<file path="config.mk">
export PLATFORM = sky130hd
export DESIGN_NAME = regfile_write_scheduler
export DESIGN_NICKNAME = d
export VERILOG_FILES = /design/src/rtl/regfile_write_scheduler.sv
export SDC_FILE = /design/constraint.sdc
export NUM_CORES = 1
export LEC_CHECK = 0
export CORE_MARGIN = 1
export CORE_UTILIZATION = 33
export DETAILED_ROUTE_END_ITERATION = 6
export PLACE_DENSITY = 0.81
export SKIP_CTS_REPAIR_TIMING = 1
export SLEW_MARGIN = 20
export SYNTH_ARGS = -nofsm -noshare
export SYNTH_HDL_FRONTEND = slang
export SYNTH_SLANG_ARGS = --single-unit
</file>
<file path="constraint.sdc">
create_clock -name clock -period 2.5 [get_ports clock]
set_input_delay 0.375 -clock clock [delete_from_list [all_inputs] [get_ports clock]]
set_output_delay 0.375 -clock clock [all_outputs]
set_load 0.05 [all_outputs]
</file>
<file path="src/rtl/regfile_write_scheduler.sv">
// Round-robin write-port scheduler for the register file, with a one-register-per-cycle
// clear sweep that zeroes the whole file on request.
module regfile_write_scheduler #(
  parameter int unsigned NUM_REQ    = 4,
  parameter int unsigned DATA_WIDTH = 32,
  parameter int unsigned ADDR_WIDTH = 5,
  parameter int unsigned NUM_REGS   = 32,
  parameter int unsigned PROTECT_R0 = 1
) (
  input  logic                            clock,
  input  logic                            reset,
  input  logic [NUM_REQ-1:0]              req_valid,
  output logic [NUM_REQ-1:0]              req_ready,
  input  logic [NUM_REQ*ADDR_WIDTH-1:0]   req_addr,
  input  logic [NUM_REQ*DATA_WIDTH-1:0]   req_data,
  input  logic                            clear_start,
  output logic                            clear_busy,
  output logic                            clear_done,
  output logic                            rf_writeEn,
  output logic [ADDR_WIDTH-1:0]           rf_address_wr,
  output logic [DATA_WIDTH-1:0]           rf_write_data,
  output logic [$clog2(NUM_REQ)-1:0]      grant_id
);

  localparam int unsigned ID_W = $clog2(NUM_REQ);

  localparam logic [0:0] ST_IDLE  = 1'b0;
  localparam logic [0:0] ST_CLEAR = 1'b1;

  logic [0:0]            state_q,         state_d;
  logic [ID_W-1:0]       rr_ptr_q,        rr_ptr_d;
  logic [ADDR_WIDTH-1:0] cnt_q,           cnt_d;
  logic                  clear_busy_q,    clear_busy_d;
  logic                  clear_done_q,    clear_done_d;
  logic                  rf_writeEn_q,    rf_writeEn_d;
  logic [ADDR_WIDTH-1:0] rf_address_wr_q, rf_address_wr_d;
  logic [DATA_WIDTH-1:0] rf_write_data_q, rf_write_data_d;
  logic [ID_W-1:0]       grant_id_q,      grant_id_d;

  logic                  found;
  logic [ID_W-1:0]       grant_idx;
  logic [ID_W:0]         probe;
  logic                  grant_ok;
  logic [ADDR_WIDTH-1:0] sel_addr;
  logic [DATA_WIDTH-1:0] sel_data;

  // Rotating priority search: first valid requester at or after rr_ptr wins.
  always_comb begin
    found     = 1'b0;
    grant_idx = '0;
    probe     = '0;
    for (int k = 0; k < int'(NUM_REQ); k++) begin
      probe = {1'b0, rr_ptr_q} + (ID_W+1)'(k);
      if (probe >= (ID_W+1)'(NUM_REQ)) begin
        probe = probe - (ID_W+1)'(NUM_REQ);
      end
      if (!found && req_valid[probe[ID_W-1:0]]) begin
        found     = 1'b1;
        grant_idx = probe[ID_W-1:0];
      end
    end
  end

  always_comb begin
    sel_addr = '0;
    sel_data = '0;
    for (int i = 0; i < int'(NUM_REQ); i++) begin
      if (grant_idx == ID_W'(i)) begin
        sel_addr = req_addr[i*ADDR_WIDTH +: ADDR_WIDTH];
        sel_data = req_data[i*DATA_WIDTH +: DATA_WIDTH];
      end
    end
  end

  // A pending clear_start blocks every grant in that cycle.
  assign grant_ok = (state_q == ST_IDLE) && !clear_start && found;

  always_comb begin
    req_ready = '0;
    if (grant_ok && !reset) begin
      req_ready[grant_idx] = 1'b1;
    end
  end

  always_comb begin
    state_d         = state_q;
    rr_ptr_d        = rr_ptr_q;
    cnt_d           = cnt_q;
    clear_busy_d    = 1'b0;
    clear_done_d    = 1'b0;
    rf_writeEn_d    = 1'b0;
    rf_address_wr_d = rf_address_wr_q;
    rf_write_data_d = rf_write_data_q;
    grant_id_d      = grant_id_q;
    case (state_q)
      ST_IDLE: begin
        if (clear_start) begin
          state_d      = ST_CLEAR;
          cnt_d        = '0;
          clear_busy_d = 1'b1;
        end else if (found) begin
          rr_ptr_d        = (grant_idx == ID_W'(NUM_REQ-1)) ? '0 : grant_idx + ID_W'(1);
          rf_writeEn_d    = !((PROTECT_R0 != 0) && (sel_addr == '0));
          rf_address_wr_d = sel_addr;
          rf_write_data_d = sel_data;
          grant_id_d      = grant_idx;
        end
      end
      ST_CLEAR: begin
        rf_writeEn_d    = 1'b1;
        rf_address_wr_d = cnt_q;
        rf_write_data_d = '0;
        grant_id_d      = '0;
        if (cnt_q == ADDR_WIDTH'(NUM_REGS-1)) begin
          state_d      = ST_IDLE;
          cnt_d        = '0;
          clear_done_d = 1'b1;
        end else begin
          cnt_d        = cnt_q + ADDR_WIDTH'(1);
          clear_busy_d = 1'b1;
        end
      end
      default: state_d = ST_IDLE;
    endcase
  end

  always_ff @(posedge clock or posedge reset) begin
    if (reset) begin
      state_q         <= ST_IDLE;
      rr_ptr_q        <= '0;
      cnt_q           <= '0;
      clear_busy_q    <= 1'b0;
      clear_done_q    <= 1'b0;
      rf_writeEn_q    <= 1'b0;
      rf_address_wr_q <= '0;
      rf_write_data_q <= '0;
      grant_id_q      <= '0;
    end else begin
      state_q         <= state_d;
      rr_ptr_q        <= rr_ptr_d;
      cnt_q           <= cnt_d;
      clear_busy_q    <= clear_busy_d;
      clear_done_q    <= clear_done_d;
      rf_writeEn_q    <= rf_writeEn_d;
      rf_address_wr_q <= rf_address_wr_d;
      rf_write_data_q <= rf_write_data_d;
      grant_id_q      <= grant_id_d;
    end
  end

  assign clear_busy    = clear_busy_q;
  assign clear_done    = clear_done_q;
  assign rf_writeEn    = rf_writeEn_q;
  assign rf_address_wr = rf_address_wr_q;
  assign rf_write_data = rf_write_data_q;
  assign grant_id      = grant_id_q;

endmodule
</file>
==> results of run 1 <==
[routing by layer]
layer | wire length (um) | up-vias | track usage
li1 | - | 1692 | -
met1 | 4322 | 1720 | 0.2508
met2 | 6027 | 158 | 0.4373
met3 | 734 | 27 | 0.05106
met4 | 302 | 0 | 0.07807
met5 | 0 | - | 0
[power breakdown]
| group | switching (mW) | internal, mW | leakage (nW) | total [mW] |
|---|---|---|---|---|
| logic | 1.57 | 1.37 | 1.63 | 2.94 |
| registers | 0.140 | 0.947 | 0.652 | 1.09 |
| clock network | 0.269 | 0.300 | 0.0543 | 0.569 |
[per-stage QoR]
step                instances  area, um^2  power [mW]
finish                    648        5754       4.600
global route              648        5754       4.916
CTS                       647        5572       4.428
detailed placement        639        5456       3.848
global placement          639        5456       3.762
floorplan                 330        3109       2.802
[cells in the mapped netlist, types with 2 or more instances]
cell and n:
ha_1 6, and3_1 4, buf_6 4, o221ai_1 2
clkbuf_1 18, o21ai_1 2, inv_1 7, o21ai_0 8
buf_2 7, a22o_1 33, a221o_1 4, nor3_1 3
o31ai_1 34, nor2_1 4, a21oi_1 5, a221oi_1 35
nor4_1 3, o22ai_1 3, nand2b_1 6, a22oi_1 2
nand2_1 42, dfrtp_1 49, nor2b_1 35
[state kept, by name, indices dropped and copies added, names as in the netlist]
signal	cells
clear_busy	1
clear_done	1
cnt_q	5
grant_id	2
rf_address_wr	5
rf_writeEn	1
rf_write_data	32
rr_ptr_q	2
[worst max-delay path by stage]
stage,startpoint,to,slack (ns),depth (start not counted)
CTS,req_valid[0],req_ready[3],-0.25,9
global route,rr_ptr_q[1],req_ready[3],-0.07,9
detailed placement,req_valid[0],rf_write_data[8],-0.51,11
finish,rr_ptr_q[1],req_ready[2],0.04,8
floorplan,req_valid[0],req_ready[2],0.03,7
global placement,req_valid[0],rf_write_data[8],-0.45,11
[layout make-up]
cell class / instances / area share
Timing Repair Buffer: 232 / 0.4136
Sequential cell: 49 / 0.2133
Tap cell: 108 / 0.02348
Multi-Input combinational cell: 244 / 0.3244
Clock buffer: 5 / 0.01196
Inverter: 7 / 0.005219
Clock inverter: 3 / 0.008045
[kinds of logic (layout without fill, tap and decap cells)]
logic type / Yosys count / after routing / synth area share
muxes: 1 / 1 / 0.003234
DFF: 49 / 49 / 0.3961
buffers and inverters: 37 / 247 / 0.05739
adders and majority gates: 6 / 6 / 0.02425
AOI/OAI and AO/OA: 133 / 133 / 0.3444
and+or+nand+nor: 104 / 104 / 0.1746
==> flow_summary.json, run 1 <==
{
  "cts_made_buffers": 5,
  "final_cell_mix": "clkdlybuf4s50_1 (192), dfrtp_1 (48), nand2_1 (42)",
  "core-area_um2": 8891,
  "drive_gt1_frac": 0.1500,
  "final_net_count": 700,
  "synth_area_leaders": "dfrtp_1 (40%), a221oi_1 (9.9%), a22o_1 (9.3%), o31ai_1 (8.2%), nor2b_1 (7.1%)",
  "cellPowerDensity_nw_per_um2": 799.5,
  "area_growth_pct": 85.89,
  "worstPathMaxFanout": 6,
  "ir_worst_vdd_mv": 0.3680,
  "antenna_cells": 0,
  "wirelength_mm": 11.39,
  "h-tree-depth": 2,
  "io_buffers": 200,
  "grt_max_degree": 67,
  "cts_buffer_depth": 2,
  "ff_latch_area_um2": 1227,
  "p_leak_nw": 2.333,
  "multi_input_area_um2": 1867,
  "hold_viol_final": 0,
  "cp_data_arrival_time_ns": 2.08,
  "hp-class": "in2async",
  "post-route-util": 0.6472,
  "fp.dieW_um": 98.85,
  "synth_edf_count": 0,
  "antenna_found_initial": 0,
  "r2r_setup_slack_ns": 0.12,
  "path_class": "reg2out",
  "syn_area_um2": 3095,
  "drcViolationCount": 0,
  "slowest_delay_ns": 0.44,
  "r2r_start": "rr_ptr_q[1]",
  "cts-root-buf": "clkbuf_8",
  "pre_cts_ws_ns": -0.5125,
  "vias_per_cell": 5.551,
  "synth_area_per_cell_um2": 9.380,
  "cts.sinks": 49,
  "async_flop_share": 1.000,
  "die_h_um": 98.85,
  "final.setup.tns_ns": 0,
  "firstDrtPassIters": 4,
  "ys_ff_latch": 49,
  "worst_pin_slew_ns": 0.5578,
  "yosysSeqAreaShare": 0.3961,
  "hold_ws_ns": 0.4386,
  "path_cells": "nand2b_4 > a21oi_2 > nor4_4 > inv_1 > ha_2 > buf_4 > and3_2 > buf_12",
  "reg2regPathDepth": 10,
  "track_usage": 0.2304,
  "worst_slack_ns": 0.04041,
  "yosysTopAreaCellShare": 0.3961,
  "rows": 34,
  "drt_iter0_drc": 155,
  "gr-total-overflow": 0,
  "cp_num_buf_inv": 3,
  "place_congestion": 0.8470,
  "grt_setup_unrepaired": "yes",
  "timing.slew.headroom": 0.6270,
  "cp-end-kind": "output pin",
  "crit_slowest_cell": "dfrtp_2",
  "die_area_um2": 9771,
  "initial_core_util": 0.3482,
  "final_common_cell": "clkdlybuf4s50_1",
  "clock.fmax_mhz": 406.6,
  "cp.required_ns": 2.12,
  "cp-start-kind": "flip-flop",
  "avgRoutedWirePerCell_um": 17.57,
  "synth_top_flop_cell": "dfrtp_1",
  "clk_pin_slew_ns": 0.09,
  "post-synth-top-area-cell": "dfrtp_1",
  "fillers": 727,
  "synthesis.instances": 330,
  "worstSkewPairLatency_ns": 0.30,
  "period_share": 0.9838,
  "clock_skew_ns": 0.007005,
  "final.min_clock_period_ns": 2.460,
  "cts_tree": "yes",
  "syn_nets": 491,
  "maxCapViolCount": 0,
  "slew_viol_final": 0,
  "ys_warn_count": 0,
  "hpwl_mm": 9.029,
  "vias": 3597,
  "finalSetupViolations": 0,
  "cpLargestDelayFamily": "simple AND/OR/NAND/NOR gates",
  "r2r_end": "rf_write_data[29]",
  "ant_nets": 0,
  "grt_pass1_vias": 3775,
  "status": "completed",
  "synth.distinct_cells": 37,
  "grt_pass1_wl_mm": 17.90,
  "io_pins": 201
}
No activity file was read; power rests on OpenSTA's default activity.
==> inputs of run 2 (changes only) <==
- CELL_PAD_IN_SITES_DETAIL_PLACEMENT: not set -> 0
- CELL_PAD_IN_SITES_GLOBAL_PLACEMENT: not set -> 2
- CORE_MARGIN: 1 -> 2
- CORE_UTILIZATION: 33 -> 18
- PLACE_DENSITY: 0.81 -> 0.82
==> flow_summary.json, run 2 (synthesized netlist as in run 1, its figures left out) <==
{
  "area_growth_pct": 97.82,
  "cts-root-buf": "clkbuf_16",
  "worst_slack_ns": -0.04330,
  "p_int_mw": 2.947,
  "rows": 47,
  "ir_worst_vdd_mv": 0.4391,
  "place_congestion": 0.7823,
  "violations": "setup timing",
  "drcViolationCount": 0,
  "final.min_clock_period_ns": 2.543,
  "cp_data_arrival_time_ns": 2.17,
  "cp-start-kind": "flip-flop",
  "cts_made_buffers": 5,
  "wirelength_mm": 13.16,
  "status": "finished, violations left",
  "seqPwrFrac": 0.211,
  "finalSetupViolations": 3,
  "cts.sinks": 49,
  "clock_skew_ns": 0.005809,
  "multi_input_area_um2": 2014,
  "p_comb_frac": 0.640,
  "gr-total-overflow": 0,
  "grt_pass1_wl_mm": 19.62,
  "grt_setup_unrepaired": "yes",
  "p_clk_frac": 0.149,
  "cp.required_ns": 2.12,
  "worstSkewPairLatency_ns": 0.30,
  "maxCapViolCount": 0,
  "cts_buffer_depth": 2,
  "antenna_cells": 0,
  "power_switching_mw": 2.184,
  "vias_per_cell": 4.679,
  "drt_iter0_drc": 102,
  "cp-end-kind": "output pin",
  "worst_pin_slew_ns": 0.5873,
  "hold_viol_final": 0,
  "swShare": 0.4256,
  "io_pins": 201,
  "largest_reg_flops": 32,
  "timing.slew.headroom": 0.6085,
  "grt_pass1_vias": 3659,
  "final_cell_mix": "clkdlybuf4s50_1 (192), dfrtp_1 (49), nand2_1 (42)",
  "fp.dieW_um": 135.1,
  "fillers": 1664,
  "firstDrtPassIters": 4,
  "final_common_cell": "clkdlybuf4s50_1",
  "cellPowerDensity_nw_per_um2": 837.9,
  "final_net_count": 704,
  "clk_pin_slew_ns": 0.06,
  "clock.fmax_mhz": 393.2,
  "cts_tree": "yes",
  "track_usage": 0.1375,
  "vias": 3570,
  "drive_gt1_frac": 0.1639,
  "p_leak_nw": 2.409,
  "ant_nets": 0,
  "avgRoutedWirePerCell_um": 17.24,
  "antenna_found_initial": 0,
  "die_h_um": 135.1,
  "ff_latch_area_um2": 1226,
  "initial_core_util": 0.1853,
  "core-area_um2": 16700,
  "slew_viol_final": 0,
  "io_buffers": 200,
  "grt_max_degree": 57,
  "hpwl_mm": 9.816,
  "die_area_um2": 18260,
  "period_share": 1.017,
  "h-tree-depth": 2,
  "path_class": "reg2out",
  "hold_ws_ns": 0.4899,
  "worstPathMaxFanout": 8,
  "pre_cts_ws_ns": -0.4903,
  "hp-class": "reg2reg"
}
[run 2: cell count changes in the layout (fill, tap and decap cells not counted), sizes merged]
cell / change
buf: +2
clkbuf: +2
clkinvlp: -2
inv: +1
[run 2: final timing paths]
check                      slack (ns)  cells after the start         from           endpoint
setup / recovery                -0.04                      9  rr_ptr_q[1]       req_ready[2]
hold / removal                   0.49                      1  grant_id[0]        grant_id[0]
setup reg to reg                -0.03                     10  rr_ptr_q[1]  rf_write_data[13]
hold reg to reg                  0.49                      1  grant_id[0]        grant_id[0]
max in group asynchronous        1.58                      3        reset  rf_write_data[19]
min in group asynchronous        0.61                      3        reset         rf_writeEn
[run 2: layout make-up]
cell class,count,area share
Clock buffer,5,0.02043
Timing Repair Buffer,236,0.3950
Clock inverter,2,0.005721
Inverter,7,0.004700
Tap cell,220,0.04495
Sequential cell,49,0.2002
Multi-Input combinational cell,244,0.3290
[run 2: power by group through the flow]
| stage | Combinational (mW) | Sequential (mW) | Clock [mW] |
|---|---|---|---|
| finish | 3.28 | 1.08 | 0.765 |
| global route | 3.54 | 1.10 | 0.831 |
| CTS | 2.84 | 1.09 | 0.799 |
| detailed placement | 2.83 | 1.10 | 0 |
| global placement | 2.79 | 1.10 | 0 |
| floorplan | 1.40 | 1.40 | 0 |
[run 2: worst max-delay path, cell delays in order, from the launching register on]
cell and delay, ns:
dfrtp_1 0.44, nand2b_4 0.17, a21oi_4 0.06, nor4_4 0.36, inv_2 0.10, ha_4 0.18
buf_6 0.13, buf_6 0.13, and3_4 0.15, buf_12 0.14
[run 2: routing by layer]
layer | up-vias | GRT usage | wire, um
li1 | 1702 | - | -
met1 | 1706 | 0.1608 | 5331
met2 | 146 | 0.2389 | 6550
met3 | 16 | 0.04489 | 984
met4 | 0 | 0.04282 | 291
met5 | - | 0 | 0
[run 2: metrics by stage]
step / cells / setup TNS [ns] / utilization / total power [mW] / area (um^2)
floorplan: 330 / 0 / - / 2.802 / 3109
global placement: 749 / -14.69 / 0.3339 / 3.887 / 5577
detailed placement: 749 / -17.23 / 0.3339 / 3.933 / 5577
CTS: 756 / -5.580 / 0.3435 / 4.728 / 5737
global route: 763 / -2.071 / 0.3666 / 5.475 / 6123
finish: 763 / -0.1065 / 0.3666 / 5.131 / 6123
==> inputs of run 3 (changes only) <==
- GPL_TIMING_DRIVEN: not set -> 0
- SETUP_SLACK_MARGIN: not set -> 0.1
==> flow_summary.json, run 3 (synthesized netlist as in run 1, its figures left out) <==
{
  "final_common_cell": "clkdlybuf4s50_1",
  "finalSetupViolations": 22,
  "final.min_clock_period_ns": 2.633,
  "largest_reg_flops": 32,
  "cp_data_arrival_time_ns": 2.26,
  "hp-class": "reg2reg",
  "clock.fmax_mhz": 379.8,
  "ir_worst_vdd_mv": 0.3750,
  "die_h_um": 135.1,
  "violations": "setup timing",
  "cellPowerDensity_nw_per_um2": 839.4,
  "place_congestion": 0.7644,
  "grt_pass1_vias": 3744,
  "antenna_found_initial": 0,
  "io_pins": 201,
  "io_buffers": 200,
  "clock_skew_ns": 0.01142,
  "final_net_count": 712,
  "fillers": 1706,
  "slowest_delay_ns": 0.42,
  "cts-root-buf": "clkbuf_16",
  "worst_slack_ns": -0.1332,
  "period_share": 1.053,
  "vias_per_cell": 4.688,
  "core-area_um2": 16700,
  "timing.slew.headroom": 0.4475,
  "area_growth_pct": 95.35,
  "initial_core_util": 0.1853,
  "vias": 3619,
  "die_area_um2": 18260,
  "drt_iter0_drc": 141,
  "slew_viol_final": 0,
  "path_common_cell": "buf_8",
  "final_cell_mix": "clkdlybuf4s50_1 (192), dfrtp_1 (48), nand2_1 (42)",
  "drive_gt1_frac": 0.1667,
  "cp-start-kind": "flip-flop",
  "crit_slowest_cell": "dfrtp_2",
  "pre_cts_ws_ns": -1.764,
  "p_leak_nw": 2.368,
  "grt_pass1_wl_mm": 21.13,
  "rows": 47,
  "track_usage": 0.1517,
  "status": "finished, violations left",
  "maxCapViolCount": 0,
  "cp-end-kind": "output pin",
  "worst_pin_slew_ns": 0.8288,
  "hpwl_mm": 11.01,
  "worstPathMaxFanout": 10,
  "clk_pin_slew_ns": 0.06,
  "p_total_mw": 5.076,
  "avgRoutedWirePerCell_um": 18.35,
  "path_class": "reg2out",
  "gr-total-overflow": 0,
  "cp.required_ns": 2.12,
  "hold_viol_final": 0,
  "cts.sinks": 49,
  "cts_tree": "yes",
  "firstDrtPassIters": 4,
  "cts_made_buffers": 5,
  "drcViolationCount": 0,
  "instances_no_fill": 772,
  "worstSkewPairLatency_ns": 0.29,
  "wirelength_mm": 14.16,
  "path_cells": "a21oi_1 > o21a_1 > o22ai_2 > inv_1 > ha_4 > buf_8 > buf_8 > and3_2 > buf_8",
  "h-tree-depth": 2,
  "cts_buffer_depth": 2,
  "grt_max_degree": 28,
  "fp.dieW_um": 135.1,
  "antenna_cells": 0,
  "dp_cells": 751,
  "ant_nets": 0,
  "grt_setup_unrepaired": "yes"
}
-- run 3: cell count changes in the layout (fill, tap and decap cells not counted), moves of 3 or more --
cell	before	now
clkbuf_2	0	8
o31ai_2	3	0
buf_6	3	9
a221oi_4	6	3
a221oi_2	11	19
a221oi_1	18	13
buf_4	27	12
clkbuf_1	0	7
buf_8	0	4
buf_12	8	4
o31ai_1	31	34
-- run 3: final cells by class --
class                           instances  area [um^2]  share of cell area
Sequential cell                        49         1227              0.2030
Timing Repair inverter                  1        5.005           0.0008276
Timing Repair Buffer                  213         2147              0.3551
Buffer                                 30        235.2             0.03890
Clock buffer                            6        138.9             0.02297
Multi-Input combinational cell        244         1967              0.3253
Tap cell                              220        275.3             0.04552
Clock inverter                          2        17.52            0.002897
Inverter                                7        33.78            0.005587
-- run 3: report_power, final --
part	switching, mW	internal [mW]	total [mW]
clock	0.321	0.405	0.726
sequential	0.139	0.947	1.09
combinational	1.80	1.46	3.26
-- run 3: path summary, 6_finish.rpt --
kind | start | end | slack (ns) | depth (start not counted)
min reg2reg | grant_id[0] | grant_id[0] | 0.48 | 1
min | grant_id[0] | grant_id[0] | 0.48 | 1
max reg2reg | rr_ptr_q[1] | rf_writeEn | -0.13 | 10
max in group asynchronous | reset | rf_write_data[17] | 1.22 | 3
max | rr_ptr_q[1] | req_ready[2] | -0.13 | 9
min in group asynchronous | reset | rf_write_data[9] | 0.61 | 2
-- run 3: stage by stage --
step | instance area [um^2] | setup TNS (ns) | hold WS (ns) | util
after global placement | 5396 | -36.39 | 0.4720 | 0.3231
after CTS | 5573 | -26.84 | 0.4933 | 0.3337
after floorplan | 3119 | 0 | 0.4191 | -
final | 6047 | -0.9230 | 0.4841 | 0.3621
after detailed placement | 5416 | -38.17 | 0.4790 | 0.3243
after global routing | 6047 | -6.803 | 0.5167 | 0.3621
-- run 3: worst max-delay path, delay by kind of cell, from the launching register on --
family                     cells  cell delay, ns
DFF                            1            0.42
and+or+nand+nor                1            0.19
adders and majority gates      1            0.24
buffers and inverters          4            0.59
AOI/OAI and AO/OA              3            0.53
-- run 3: metal layers --
layer / wire [um] / GRT usage / vias up
met5: 0 / 0 / -
met1: 5911 / 0.1866 / 1707
met3: 1282 / 0.04489 / 17
met4: 265 / 0.03588 / 0
li1: - / - / 1728
met2: 6704 / 0.2614 / 167
